### src/rtl/uart_tx_fifo.sv
// rtl/uart_tx_fifo.sv - byte FIFO that drains one byte per frame into a busy-handshaked UART transmitter
// Optional entry-count output port: define UART_TX_FIFO_LEVEL_EN.
module uart_tx_fifo #(
    parameter int ADDR_BITS = 4,
    parameter int DATA_BITS = 8
) (
    input  logic                 clk,
    input  logic                 rst,
    input  logic                 wrEnable,
    input  logic [DATA_BITS-1:0] wrData,
    output logic                 full,
    output logic                 empty,
    output logic                 overflow,
    input  logic                 clearOverflow,
    output logic                 txEnable,
    output logic [DATA_BITS-1:0] txData,
    input  logic                 txBusy
`ifdef UART_TX_FIFO_LEVEL_EN
    ,
    output logic [ADDR_BITS:0]   level
`endif
);

    localparam int                   DEPTH      = 2 ** ADDR_BITS;
    localparam logic [ADDR_BITS:0]   COUNT_FULL = (ADDR_BITS + 1)'(DEPTH);
    localparam logic [ADDR_BITS:0]   COUNT_ONE  = 1;
    localparam logic [ADDR_BITS-1:0] PTR_ONE    = 1;
    // The ISSUE cycle is the first quiet cycle, so one quiet WAIT_BUSY cycle
    // completes the two-cycle grace window for late or instant transmitters.
    localparam logic [1:0]           QUIET_WB_CYCLES = 2'd1;

    typedef enum logic [1:0] {
        IDLE      = 2'd0,
        ISSUE     = 2'd1,
        WAIT_BUSY = 2'd2,
        WAIT_DONE = 2'd3
    } state_t;

    logic [DATA_BITS-1:0] mem_q [DEPTH];
    logic [ADDR_BITS-1:0] wr_ptr_q, wr_ptr_d;
    logic [ADDR_BITS-1:0] rd_ptr_q, rd_ptr_d;
    logic [ADDR_BITS:0]   count_q, count_d;
    state_t               state_q, state_d;
    logic [1:0]           wait_cnt_q, wait_cnt_d;
    logic [DATA_BITS-1:0] tx_data_q, tx_data_d;
    logic                 overflow_q, overflow_d;
    logic                 push, drop, pop;

    assign full     = (count_q == COUNT_FULL);
    assign empty    = (count_q == '0);
    assign overflow = overflow_q;
    assign txEnable = (state_q == ISSUE);
    assign txData   = tx_data_q;
`ifdef UART_TX_FIFO_LEVEL_EN
    assign level    = count_q;
`endif

    assign push = wrEnable && !full;
    assign drop = wrEnable && full;
    assign pop  = (state_q == IDLE) && !empty && !txBusy;

    always_comb begin
        wr_ptr_d   = wr_ptr_q;
        rd_ptr_d   = rd_ptr_q;
        count_d    = count_q;
        overflow_d = overflow_q;
        if (push) begin
            wr_ptr_d = wr_ptr_q + PTR_ONE;
        end
        if (pop) begin
            rd_ptr_d = rd_ptr_q + PTR_ONE;
        end
        case ({push, pop})
            2'b10:   count_d = count_q + COUNT_ONE;
            2'b01:   count_d = count_q - COUNT_ONE;
            default: count_d = count_q;
        endcase
        if (drop) begin
            overflow_d = 1'b1;
        end else if (clearOverflow) begin
            overflow_d = 1'b0;
        end
    end

    always_comb begin
        state_d    = state_q;
        wait_cnt_d = wait_cnt_q;
        tx_data_d  = tx_data_q;
        unique case (state_q)
            IDLE: begin
                if (pop) begin
                    tx_data_d = mem_q[rd_ptr_q];
                    state_d   = ISSUE;
                end
            end
            ISSUE: begin
                wait_cnt_d = '0;
                state_d    = WAIT_BUSY;
            end
            WAIT_BUSY: begin
                if (txBusy) begin
                    state_d = WAIT_DONE;
                end else begin
                    wait_cnt_d = wait_cnt_q + 2'd1;
                    if (wait_cnt_q + 2'd1 == QUIET_WB_CYCLES) begin
                        state_d = WAIT_DONE;
                    end
                end
            end
            WAIT_DONE: begin
                if (!txBusy) begin
                    state_d = IDLE;
                end
            end
            default: state_d = IDLE;
        endcase
    end

    always_ff @(posedge clk or posedge rst) begin
        if (rst) begin
            wr_ptr_q   <= '0;
            rd_ptr_q   <= '0;
            count_q    <= '0;
            state_q    <= IDLE;
            wait_cnt_q <= '0;
            tx_data_q  <= '0;
            overflow_q <= 1'b0;
        end else begin
            wr_ptr_q   <= wr_ptr_d;
            rd_ptr_q   <= rd_ptr_d;
            count_q    <= count_d;
            state_q    <= state_d;
            wait_cnt_q <= wait_cnt_d;
            tx_data_q  <= tx_data_d;
            overflow_q <= overflow_d;
        end
    end

    // Storage is not reset; entries are only readable after being written.
    always_ff @(posedge clk) begin
        if (push) begin
            mem_q[wr_ptr_q] <= wrData;
        end
    end

endmodule

### config.mk
export PLATFORM = sky130hd
export DESIGN_NAME = uart_tx_fifo
export DESIGN_NICKNAME = d
export VERILOG_FILES = /design/src/rtl/uart_tx_fifo.sv
export SDC_FILE = /design/constraint.sdc
export NUM_CORES = 1
export LEC_CHECK = 0
export ABC_AREA = 1
export BUFFER_PORTS_ARGS = -buffer_cell sky130_fd_sc_hd__buf_2
export CAP_MARGIN = 0
export CORE_MARGIN = 10
export CORE_UTILIZATION = 60
export DETAILED_ROUTE_END_ITERATION = 10
export HOLD_SLACK_MARGIN = 0.05
export PLACE_DENSITY = 0.78
export SYNTH_ARGS = -nofsm -noshare
export SYNTH_HDL_FRONTEND = slang
export SYNTH_SLANG_ARGS = --single-unit
### constraint.sdc
create_clock -name clk -period 7.6 [get_ports clk]
set_clock_uncertainty 0.2 [all_clocks]
set_input_delay 2.28 -clock clk [delete_from_list [all_inputs] [get_ports clk]]
set_output_delay 2.28 -clock clk [all_outputs]
set_load 0.01 [all_outputs]
==> results.cfg <==
[timing]
drv_slew = 0
fmax_mhz = 224
hold_viol = 0
min_period_ns = 4.47
worst_slew_pin_slew_ns = 1.19
slew_headroom_pct = 20.1
grt_setup_unrepaired = no
hold_ws_ns = 0.281
setup_ws_ns = 3.13
finalCritPeriodShare_pct = 58.8
setup_viol = 0
tns_ns = 0

[critical_path]
crit_path_start_kind = primary input
required_ns = 7.71
arrival_ns = 4.58
path_cells = buf_2, inv_1, nand3_1, inv_1, ha_1, inv_1, fa_1, inv_1, nand2_1, nand2_1, a21oi_1, xor2_1, nand2_1, nand2_1
ff2ff_path_depth = 14
slowest_delay_ns = 0.39
worst-r2r-setup-slack_ns = 4.49
cp_max_fo = 12
cp_slowest_cell = inv_1
cp_num_buf_inv = 5
critPathTopFamily = adder cells
r2r_start = state_q[0]
r2r_end = count_q[4]
endpoint_kind = register
path_class = in2reg

[hold_path]
min_from = txData[7]
min_to = txData[7]
hp-class = reg2reg
holdPathStages = 2

[clocking]
cts.sinks = 154
cts_made_buffers = 17
cts_tree = done
clk_latency_ns = 0.42
h-tree-depth = 4
clkTransAtPathRegs_ns = 0.06
cts_buffer_depth = 2
ctsHoldBuffers = 0
cts_resized = 0
cts_setup_buffers = 0
root_buffer = clkbuf_16

[placed_design]
dp_hpwl_um = 9240
io_buffer_count = 24
place_area_sq_mm = 0.00711
gp_congestion = 0.883
dp_slack_ns = 2.73
dpl.cell_count = 838

[synthesis]
synth_top_area_cell = edfxtp_1
synth-edff-count = 128
seq_area_frac_synth_pct = 64.5
synth_async_sr_flop_share_pct = 16.9
synthAdderAreaFrac_pct = 2.98
synth_top_family_by_area = simple AND/OR/NAND/NOR gates
syn_area_sq_mm = 0.00696
synth-compound-area-share_pct = 1.13
muxShareOfSynthArea_pct = 0
ys_ff_latch = 154
yosys.area_share.xor_xnor_pct = 1.13
yosys.area_share.simple_pct = 20.8
netlist_top_cells_area = edfxtp_1, nand2_1, dfrtp_1, nand3_1, inv_1
syn-num-nets = 726
ys.flop_type = edfxtp_1
syn_inst = 697
synth_top_area_share_pct = 55.2
ys_warn_count = 0
yosysUniqueCellTypes = 23
avgSynthCellArea_sq_um = 9.99

[cells_and_area]
fin_util_pct = 68.0
syn_to_final_growth_pct = 11.1
n_antenna_cell = 0
final_area_sq_mm = 0.00774
drive_gt1_share_pct = 8.39
fillCellCount = 798
final_common_cell = nand2_1
nets = 743
multiInputGateArea_sq_mm = 0.00181
final_cell_mix = nand2_1, inv_1, edfxtp_1, nand3_1, dfrtp_1
layout.cells.non_filler = 870
seqCellArea_sq_mm = 0.00450

[drt]
drc = 0
ant_nets = 0
wire_per_inst_um = 17.1
via_per_inst = 5.44
drt_iter0_drc = 383
vias = 4735
drt_pass1_iterations = 5
drt-total-wl_um = 14900

[job]
cap_violations = 0

[grt]
grt_pass1_vias = 4667
grt_pass1_wl_um = 23900
grt.overflow.total = 0
antenna_found_initial = 0
grt_max_degree = 68
grtUsageTotal_pct = 18.9

[power]
p_per_area_mw_per_mm2 = 384
leakage_nw = 3.49
power_mw = 2.97
peakVddDrop_mv = 0.221

[floorplanning]
die_y_um = 128
die_w_um = 128
die_area_sq_mm = 0.0163
initial_core_util_pct = 61.2
core_area_sq_mm = 0.0114
rows = 39
pin_count = 25

[outcome]
status = finished clean
## registers in the layout, summed over array words and instances (netlist names)
signal,cells
wr_ptr_q,4
count_q,5
mem_q,128
overflow,1
state_q,2
rd_ptr_q,4
wait_cnt_q,2
txData,8
## final cells by class
class                           count  area share, %
Sequential cell                   154           58.1
Multi-Input combinational cell    385           23.5
Tap cell                          143           2.31
Inverter                          130           6.31
Clock inverter                     15           2.57
Timing Repair Buffer               26           1.75
Clock buffer                       17           5.50
## worst max-delay path by stage
stage,start,endpoint,slack (ns),cells past startpoint
2_1_floorplan,txBusy,count_q[4],3.43,14
3_3_place_gp,txBusy,count_q[4],2.87,14
3_5_place_dp,txBusy,count_q[4],2.73,14
4_1_cts,txBusy,count_q[4],3.17,14
5_1_grt,txBusy,count_q[4],2.90,14
6_report,txBusy,count_q[4],3.13,14
## Yosys cell counts, drive strengths merged (7+ instances only)
library cell,count
nand3,103
ha,15
inv,129
edfxtp,128
dfrtp,26
xor2,7
nand2,219
nor3,12
nor2,9
buf,26
o21ai,11
## worst reg2reg max path, delay by kind of cell, from the launching register on
family / cells / cell delay [ns]
buffers and inverters: 4 / 0.68
XOR/XNOR: 1 / 0.14
flip-flops: 1 / 0.41
AND/OR/NAND/NOR: 5 / 0.57
AO/OA/AOI/OAI: 1 / 0.07
adder cells (fa/ha/maj): 3 / 0.93
## metal layers
metal	part of all wire (%)	vias up	track usage [%]
met4	2.8	0	8.15
met5	0	-	0
met1	41	2226	24.2
met2	48	219	30.4
li1	-	2259	-
met3	7.8	31	4.14
## power breakdown
| part | switching (mW) | internal [mW] |
|---|---|---|
| clock | 0.327 | 0.549 |
| sequential | 0.0816 | 1.05 |
| combinational | 0.678 | 0.288 |
| total | 1.09 | 1.89 |
## logic make-up after synthesis
logic type               Yosys count
AND/OR/NAND/NOR                  345
buffers and inverters            158
flip-flops                       154
adder cells (fa/ha/maj)           16
AO/OA/AOI/OAI                     15
XOR/XNOR                           9
(Power assumes the default switching activity.)
